**src/rtl/addition_stage4_normalizer_if.sv**
```systemverilog
// Handshake and data bundle between stage 3, the stage-4 normalizer and the
// result consumer.
interface addition_stage4_normalizer_if #(
  parameter int MENT_WIDTH = 23,
  parameter int EXP_WIDTH  = 8
);
  logic                              valid_in;
  logic                              ready_out;
  logic                              sign_in;
  logic [EXP_WIDTH-1:0]              exponent_in;
  logic [MENT_WIDTH+1:0]             mentissa_sum_in;
  logic                              result_valid_out;
  logic                              result_ready_in;
  logic [EXP_WIDTH+MENT_WIDTH:0]     result_out;
  logic                              overflow_out;
  logic                              underflow_out;

  modport slave (
    input  valid_in, sign_in, exponent_in, mentissa_sum_in, result_ready_in,
    output ready_out, result_valid_out, result_out, overflow_out, underflow_out
  );

  modport master (
    output valid_in, sign_in, exponent_in, mentissa_sum_in, result_ready_in,
    input  ready_out, result_valid_out, result_out, overflow_out, underflow_out
  );
endinterface

```
**src/rtl/addition_stage4_normalizer.sv**
```systemverilog
// FP adder stage 4: iterative one-bit normalization of the stage-3 mantissa sum
// and packing into an IEEE-754 word, with valid/ready handshakes on both sides.
module addition_stage4_normalizer #(
  parameter int MENT_WIDTH = 23,
  parameter int EXP_WIDTH  = 8
) (
  input  logic                         clk_in,
  input  logic                         rst_in,
  addition_stage4_normalizer_if.slave  bus
);
  localparam logic [1:0] IDLE = 2'd0;
  localparam logic [1:0] NORM = 2'd1;
  localparam logic [1:0] DONE = 2'd2;

  localparam logic [EXP_WIDTH-1:0] EXP_ONE  = {{(EXP_WIDTH-1){1'b0}}, 1'b1};
  localparam logic [EXP_WIDTH:0]   EXP_MAXW = {1'b0, {EXP_WIDTH{1'b1}}};

  logic [1:0]            state;
  logic                  sign_r;
  logic [EXP_WIDTH-1:0]  exp_r;
  logic [MENT_WIDTH+1:0] mant_r;
  logic [EXP_WIDTH:0]    exp_inc;

  // Widened increment so an out-of-contract all-ones exponent still saturates.
  assign exp_inc       = {1'b0, exp_r} + {{EXP_WIDTH{1'b0}}, 1'b1};
  assign bus.ready_out = (state == IDLE);

  always_ff @(posedge clk_in) begin
    if (rst_in) begin
      state                <= IDLE;
      sign_r               <= 1'b0;
      exp_r                <= '0;
      mant_r               <= '0;
      bus.result_out       <= '0;
      bus.result_valid_out <= 1'b0;
      bus.overflow_out     <= 1'b0;
      bus.underflow_out    <= 1'b0;
    end else begin
      case (state)
        IDLE: begin
          if (bus.valid_in) begin
            sign_r            <= bus.sign_in;
            exp_r             <= bus.exponent_in;
            mant_r            <= bus.mentissa_sum_in;
            bus.overflow_out  <= 1'b0;
            bus.underflow_out <= 1'b0;
            state             <= NORM;
          end
        end
        NORM: begin
          if (mant_r == '0) begin
            bus.result_out <= '0;
            state          <= DONE;
          end else if (mant_r[MENT_WIDTH+1]) begin
            mant_r <= mant_r >> 1;
            exp_r  <= exp_inc[EXP_WIDTH-1:0];
            if (exp_inc >= EXP_MAXW) begin
              bus.result_out   <= {sign_r, {EXP_WIDTH{1'b1}}, {MENT_WIDTH{1'b0}}};
              bus.overflow_out <= 1'b1;
            end else begin
              bus.result_out <= {sign_r, exp_inc[EXP_WIDTH-1:0], mant_r[MENT_WIDTH:1]};
            end
            state <= DONE;
          end else if (mant_r[MENT_WIDTH]) begin
            bus.result_out <= {sign_r, exp_r, mant_r[MENT_WIDTH-1:0]};
            state          <= DONE;
          end else if (exp_r <= EXP_ONE) begin
            bus.result_out    <= '0;
            bus.underflow_out <= 1'b1;
            state             <= DONE;
          end else begin
            mant_r <= mant_r << 1;
            exp_r  <= exp_r - EXP_ONE;
          end
        end
        DONE: begin
          // Valid is raised one cycle after entering DONE; handoff needs it high.
          if (!bus.result_valid_out) begin
            bus.result_valid_out <= 1'b1;
          end else if (bus.result_ready_in) begin
            bus.result_valid_out <= 1'b0;
            state                <= IDLE;
          end
        end
        default: state <= IDLE;
      endcase
    end
  end
endmodule

```
**src/flat_wrapper.sv**
```systemverilog
// flat-port wrapper written by rule: the top's interface ports become plain ports
module addition_stage4_normalizer_flat 
#(
  parameter int MENT_WIDTH = 23,
  parameter int EXP_WIDTH  = 8
)
  (clk_in, rst_in, bus_valid_in, bus_sign_in, bus_exponent_in, bus_mentissa_sum_in, bus_result_ready_in, bus_ready_out, bus_result_valid_out, bus_result_out, bus_overflow_out, bus_underflow_out);
  addition_stage4_normalizer_if #(.MENT_WIDTH(MENT_WIDTH), .EXP_WIDTH(EXP_WIDTH)) bus_i ();
  input  logic clk_in;
  input  logic rst_in;
  input wire logic [$bits(bus_i.valid_in)-1:0] bus_valid_in;
  input wire logic [$bits(bus_i.sign_in)-1:0] bus_sign_in;
  input wire logic [$bits(bus_i.exponent_in)-1:0] bus_exponent_in;
  input wire logic [$bits(bus_i.mentissa_sum_in)-1:0] bus_mentissa_sum_in;
  input wire logic [$bits(bus_i.result_ready_in)-1:0] bus_result_ready_in;
  output wire logic [$bits(bus_i.ready_out)-1:0] bus_ready_out;
  output wire logic [$bits(bus_i.result_valid_out)-1:0] bus_result_valid_out;
  output wire logic [$bits(bus_i.result_out)-1:0] bus_result_out;
  output wire logic [$bits(bus_i.overflow_out)-1:0] bus_overflow_out;
  output wire logic [$bits(bus_i.underflow_out)-1:0] bus_underflow_out;
  assign bus_i.valid_in = bus_valid_in;
  assign bus_i.sign_in = bus_sign_in;
  assign bus_i.exponent_in = bus_exponent_in;
  assign bus_i.mentissa_sum_in = bus_mentissa_sum_in;
  assign bus_i.result_ready_in = bus_result_ready_in;
  assign bus_ready_out = bus_i.ready_out;
  assign bus_result_valid_out = bus_i.result_valid_out;
  assign bus_result_out = bus_i.result_out;
  assign bus_overflow_out = bus_i.overflow_out;
  assign bus_underflow_out = bus_i.underflow_out;
  addition_stage4_normalizer #(.MENT_WIDTH(MENT_WIDTH), .EXP_WIDTH(EXP_WIDTH)) u_core (.clk_in(clk_in), .rst_in(rst_in), .bus(bus_i));
endmodule
```
**config.mk**
```make
export PLATFORM = sky130hd
export DESIGN_NAME = addition_stage4_normalizer_flat
export DESIGN_NICKNAME = d
export VERILOG_FILES = /design/src/rtl/addition_stage4_normalizer_if.sv /design/src/rtl/addition_stage4_normalizer.sv /design/src/flat_wrapper.sv
export SDC_FILE = /design/constraint.sdc
export NUM_CORES = 1
export LEC_CHECK = 0
export BUFFER_PORTS_ARGS = -buffer_cell sky130_fd_sc_hd__buf_2
export CAP_MARGIN = 25
export CORE_MARGIN = 10
export CORE_UTILIZATION = 55
export CTS_CLUSTER_DIAMETER = 120
export CTS_CLUSTER_SIZE = 16
export DETAILED_ROUTE_END_ITERATION = 6
export PLACE_DENSITY = 0.88
export SLEW_MARGIN = 20
export SYNTH_ARGS = -nofsm -noshare
export SYNTH_HDL_FRONTEND = slang
export SYNTH_SLANG_ARGS = --single-unit
```
**constraint.sdc**
```tcl
create_clock -name clk_in -period 2.7 [get_ports clk_in]
set_clock_uncertainty 0.05 [all_clocks]
set_input_delay 0.27 -clock clk_in [delete_from_list [all_inputs] [get_ports clk_in]]
set_output_delay 0.27 -clock clk_in [all_outputs]
set_load 0.01 [all_outputs]
```
==> results of run 1 <==
area by class of cell:
class	count	area, um^2
multi-input cells	339	2083
well taps	77	96.34
fillers	527	2049
inverters	8	30.03
repair buffers	92	533.0
clock buffers	12	155.1
clock inverters	4	53.80
flip-flops and latches	71	1421
final timing paths:
| path | slack, ps | to | cells past startpoint |
|---|---|---|---|
| setup / recovery | 140 | u_core.bus.result_out[4] | 5 |
| hold / removal | 110 | u_core.sign_r | 3 |
| setup reg to reg | 140 | u_core.bus.result_out[4] | 5 |
| hold reg to reg | 390 | u_core.bus.result_out[27] | 2 |
synth_stat cells, types with 3 or more instances:
cell | number | share of area (%)
nor3_1 | 8 | 1.1
and3_1 | 3 | 0.51
nor2_1 | 50 | 5.1
nand4_1 | 4 | 0.68
a22oi_1 | 4 | 0.81
a211oi_1 | 6 | 1.2
nand2_1 | 42 | 4.3
o32ai_1 | 5 | 1.2
inv_1 | 8 | 0.81
nand3_1 | 5 | 0.68
clkbuf_1 | 34 | 3.5
a22o_1 | 23 | 5.5
dfxtp_1 | 71 | 38
o31ai_1 | 3 | 0.61
buf_2 | 5 | 0.68
xnor2_1 | 3 | 0.71
or3_1 | 25 | 4.2
o21ai_0 | 11 | 1.5
a221oi_1 | 22 | 5.2
ha_1 | 4 | 1.4
nand2b_1 | 6 | 1.0
a21o_1 | 21 | 4.3
nor2b_1 | 3 | 0.51
a31oi_1 | 6 | 1.0
nor4_1 | 9 | 1.5
a21oi_1 | 47 | 6.4
cell families after synthesis:
group / Yosys count / synth area share (%)
compound gates: 164 / 31.14
xor+xnor: 5 / 1.186
fa+ha+maj: 4 / 1.356
buf+inv: 50 / 5.659
flops: 71 / 38.50
mux: 2 / 0.5422
simple gates: 164 / 21.62
report_power, final:
group / internal, mW / switching [mW] / total [mW]
combinational: 0.573 / 0.835 / 1.41
clock: 0.479 / 0.409 / 0.888
sequential: 1.20 / 0.216 / 1.42
what timing repair did:
action,CTS,global route
hold endpoints to repair,0,0
gates resized for setup,0,1
endpoints found under the setup margin,0,16
stage by stage:
| step | hold slack, ps | std cells | cell area (um^2) | setup WS [ps] |
|---|---|---|---|---|
| 4_1_cts | 102.8 | 603 | 4369 | 145.1 |
| 3_3_place_gp | 381.8 | 587 | 4160 | 217.8 |
| 5_1_grt | 120.8 | 603 | 4373 | 22.46 |
| 3_5_place_dp | 383.9 | 587 | 4160 | 154.0 |
| 2_1_floorplan | 356.0 | 460 | 3692 | 200.8 |
| 6_report | 106.5 | 603 | 4373 | 143.1 |
sequential cells by signal, summed over array words and instances, names as in the netlist:
name and cells:
u_core.bus.overflow_out 1, u_core.bus.result_out 32, u_core.bus.result_valid_out 1, u_core.bus.underflow_out 1, u_core.exp_r 8, u_core.mant_r 25
u_core.sign_r 1, u_core.state 2
worst min-delay path: stages:
cell     delay (ps)
buf_2           100
nand2_1          40
a21oi_1          50
routing by layer:
layer,part of all wire (%),wire (um),up-vias
li1,-,-,1822
met1,44,4725,1796
met2,45,4868,209
met3,9.3,994,16
met4,1.4,153,0
met5,0,0,-
==> impl_metrics.env, run 1 <==
export IMPL_status="finished, final reports clean"
export IMPL_overflow=0
export IMPL_worst_pin_slew_ps=829.1
export IMPL_dieWidth_um=101.9
export IMPL_clock_sinks=71
export IMPL_final_util_pct=68.09
export IMPL_drcViolationCount=0
export IMPL_synthesis_nets=502
export IMPL_min_path_type="in2reg"
export IMPL_min_period_ps=2557
export IMPL_coreArea_mm2=0.006422
export IMPL_wl_per_cell_um=17.81
export IMPL_vias=3843
export IMPL_antenna_found_initial=0
export IMPL_clock_fmax_mhz=391.1
export IMPL_critPathSlowestCell="or4_4"
export IMPL_drive_above_1_share_pct=21.67
export IMPL_layout_commonest_cell="buf_2"
export IMPL_antennaDiodeCount=0
export IMPL_synthArstFlopShare_pct=0
export IMPL_worst_path_max_fanout=20
export IMPL_max_cap_viol_count=0
export IMPL_synth_cell_types=49
export IMPL_ir_worst_vdd_v=0.0004687
export IMPL_num_nets_final=563
export IMPL_cts_tree="built"
export IMPL_use_met3_pct=5.331
export IMPL_dieArea_mm2=0.01039
export IMPL_hpwl_mm=7.705
export IMPL_cp_cell_sequence="or4_4 > o41a_1 > or4_1 > nor2_4 > a21o_1"
export IMPL_first_pass_iters=5
export IMPL_ys_ff_latch=71
export IMPL_hold_violations=0
export IMPL_power_mw=3.712
export IMPL_area_growth_pct=18.43
export IMPL_grt_pass1_vias=3525
export IMPL_setup_viol=0
export IMPL_clockRootBuffer="clkbuf_8"
export IMPL_start_util_pct=57.49
export IMPL_critPathArrivalTime_ps=2800
export IMPL_cp_top_family="simple AND/OR/NAND/NOR gates"
export IMPL_ctsHoldBuffers=0
export IMPL_end_kind="register"
export IMPL_synth_avg_cell_area_um2=8.027
export IMPL_cts_buffer_depth=2
export IMPL_cpPeakStageDelay_ps=510
export IMPL_rows=29
export IMPL_fp_dieH_um=101.9
export IMPL_io_pin_count=74
export IMPL_leakage_nw=1.955
export IMPL_relSlewSlack_pct=44.73
export IMPL_tns_ps=0
export IMPL_top_usage_layer="met2"
export IMPL_grt_start_max_net_pins=42
export IMPL_met2_usage_pct=30.91
export IMPL_drt_iter0_markers=390
export IMPL_cp_data_required_time_ps=2940
export IMPL_clk_latency_ps=350
export IMPL_synthFlopType="dfxtp_1"
export IMPL_cts_htree_levels=3
export IMPL_seq_area_frac_synth_pct=38.50
export IMPL_clk_pin_slew_worst_paths_ps=70
export IMPL_cp_start_kind="register"
export IMPL_finalCritPeriodShare_pct=94.70
export IMPL_slew_viol_final=0
export IMPL_vias_per_cell=6.373
export IMPL_globalRouteMet1Util_pct=26.69
export IMPL_rsz0062_at_grt="false"
export IMPL_io_buffers=73
export IMPL_syn_inst=460
export IMPL_syn_area_mm2=0.003692
export IMPL_worstReg2RegStart="u_core.exp_r[5]"
export IMPL_grt_use_total_pct=20.04
export IMPL_routed_wl_mm=10.74
export IMPL_final_cell_mix="buf_2, dfxtp_1, nor2_1"
export IMPL_startpoint="u_core.exp_r[5]"
export IMPL_timing_hold_worst_start="bus_sign_in"
export IMPL_gp_congestion=0.9880
export IMPL_yosys_warnings=0
export IMPL_antenna_left=0
export IMPL_grt_pass1_wl_mm=17.02
export IMPL_post_cts_buffers=0
export IMPL_cp_buffers_inverters=0
export IMPL_path_class="reg2reg"
export IMPL_synth_edf_count=0
export IMPL_numCtsBuffers=9
export IMPL_p_per_area_mw_per_mm2=848.9
Power figures use the tool's default switching activity.
==> inputs of run 2 (changes only) <==
CTS_CLUSTER_SIZE = 12   (was 16)
PLACE_DENSITY = 0.78   (was 0.88)
==> run 2 against run 1 <==
Effect of this change:
- the flow now finishes with violations (design-rule violations)
- via count fell by 0.21%
- maximum frequency fell by 0.11%
- global-route usage is 0.43 points higher
- final cell count up 0.17%
- power is essentially flat
- clock power is 0.6% higher
- combinational power about the same
- non-clock buffer count rose by 1
- clock-buffer cell count stayed put
- first-iteration DRC count grew 0.51%
- flip-flop and latch count stayed put
- largest power group unchanged
- sequential power about the same
==> impl_metrics.env, run 2 (synthesized netlist as in run 1, its figures left out) <==
export IMPL_status="complete, but fails checks"
export IMPL_violations="design-rule violations"
export IMPL_cts_tree="built"
export IMPL_slew_viol_final=0
export IMPL_end_kind="register"
export IMPL_numCtsBuffers=9
export IMPL_rsz0062_at_grt="false"
export IMPL_relSlewSlack_pct=41.95
export IMPL_routed_wl_mm=10.88
export IMPL_fp_dieH_um=101.9
export IMPL_clk_pin_slew_worst_paths_ps=80
export IMPL_overflow=0
export IMPL_fin_cells=604
export IMPL_wl_per_cell_um=18.01
export IMPL_grt_pass1_vias=3564
export IMPL_largest_register="u_core.bus.result_out"
export IMPL_clk_latency_ps=350
export IMPL_min_period_ps=2560
export IMPL_gp_congestion=0.9894
export IMPL_layout_commonest_cell="buf_2"
export IMPL_top_regs="u_core.bus.result_out (32), u_core.mant_r (25), u_core.exp_r (8)"
export IMPL_cts_buffer_depth=2
export IMPL_ir_worst_vdd_v=0.0005816
export IMPL_antenna_found_initial=0
export IMPL_finalCritPeriodShare_pct=94.80
export IMPL_coreArea_mm2=0.006422
export IMPL_cts_htree_levels=3
export IMPL_drive_above_1_share_pct=22.01
export IMPL_grt_start_max_net_pins=48
export IMPL_grt_use_total_pct=20.47
export IMPL_setup_viol=0
export IMPL_post_place_ws_ps=122.6
export IMPL_leakage_nw=1.955
export IMPL_hold_violations=0
export IMPL_regArea_mm2=0.001424
export IMPL_antenna_left=0
export IMPL_dieWidth_um=101.9
export IMPL_area_growth_pct=18.27
export IMPL_min_path_type="in2reg"
export IMPL_dpl_cell_area_mm2=0.004155
export IMPL_tns_ps=0
export IMPL_dp_cells=588
export IMPL_clockRootBuffer="clkbuf_8"
export IMPL_fin_area_mm2=0.004367
export IMPL_drcViolationCount=3
export IMPL_p_per_area_mw_per_mm2=849.8
export IMPL_grt_pass1_wl_mm=17.54
export IMPL_vias_per_cell=6.349
export IMPL_cp_start_kind="register"
export IMPL_io_buffers=73
export IMPL_rows=29
export IMPL_worst_path_max_fanout=20
export IMPL_final_cell_mix="buf_2, dfxtp_1, nor2_1"
export IMPL_worst_pin_slew_ps=870.8
export IMPL_path_class="reg2reg"
export IMPL_largest_reg_flops=32
export IMPL_num_nets_final=564
export IMPL_fillers=567
export IMPL_critPathArrivalTime_ps=2800
export IMPL_start_util_pct=57.49
export IMPL_drt_iter0_markers=392
export IMPL_first_pass_iters=7
export IMPL_cp_data_required_time_ps=2940
export IMPL_clock_fmax_mhz=390.7
export IMPL_hpwl_mm=7.642
export IMPL_layout_setup_ws_ps=140.4
export IMPL_antennaDiodeCount=0
export IMPL_final_util_pct=67.99
export IMPL_io_pin_count=74
export IMPL_clock_sinks=71
export IMPL_vias=3835
export IMPL_multi_input_area_mm2=0.002079
export IMPL_dieArea_mm2=0.01039
export IMPL_max_cap_viol_count=0
[run 2: cell types whose count changed in the layout (fill, tap and decap cells not counted), sizes merged]
cell	before	now
buf	92	93
[run 2: repair_timing]
action | in CTS | in global routing
buffers inserted | 0 | 0
gates resized for setup | 0 | 2
endpoints found under the setup margin | 0 | 48
hold buffers | 0 | 0
[run 2: power by group]
part / internal, mW / leakage [nW] / switching [mW]
Sequential: 1.20 / 0.579 / 0.241
Clock: 0.479 / 0.0988 / 0.414
Combinational: 0.556 / 1.28 / 0.819
[run 2: path summary, 6_finish.rpt]
| kind | depth (start not counted) | endpoint | start | slack [ps] |
|---|---|---|---|---|
| setup reg to reg | 5 | u_core.bus.result_out[3] | u_core.exp_r[5] | 140 |
| hold / removal | 3 | u_core.sign_r | bus_sign_in | 110 |
| hold reg to reg | 2 | u_core.bus.result_out[27] | u_core.bus.result_out[27] | 390 |
| setup / recovery | 5 | u_core.bus.result_out[3] | u_core.exp_r[5] | 140 |
[run 2: cell type report]
class,count,area share [%]
Multi-Input combinational cell,339,47.62
Clock inverter,4,1.232
Tap cell,77,2.206
Timing Repair Buffer,93,12.09
Inverter,8,0.6877
Clock buffer,12,3.553
Sequential cell,71,32.61
[run 2: through the flow]
step / hold slack (ps) / total power [mW]
2_1_floorplan: 356.0 / 2.355
3_3_place_gp: 371.6 / 2.771
3_5_place_dp: 386.5 / 2.808
4_1_cts: 106.8 / 3.685
5_1_grt: 138.1 / 3.931
6_report: 114.2 / 3.711
[run 2: metal layers]
layer | wire length, um | track usage, % | vias up
li1 | - | - | 1832
met1 | 5228 | 28.58 | 1821
met2 | 4685 | 29.92 | 170
met3 | 873 | 5.735 | 12
met4 | 91 | 5.965 | 0
met5 | 0 | 0 | -
[run 2: worst max-delay path: stages (launching register included)]
cell     delay [ps]
dfxtp_1         380
or4_4           510
o41a_1          390
or4_1           560
nor2_4          430
a21o_1          180
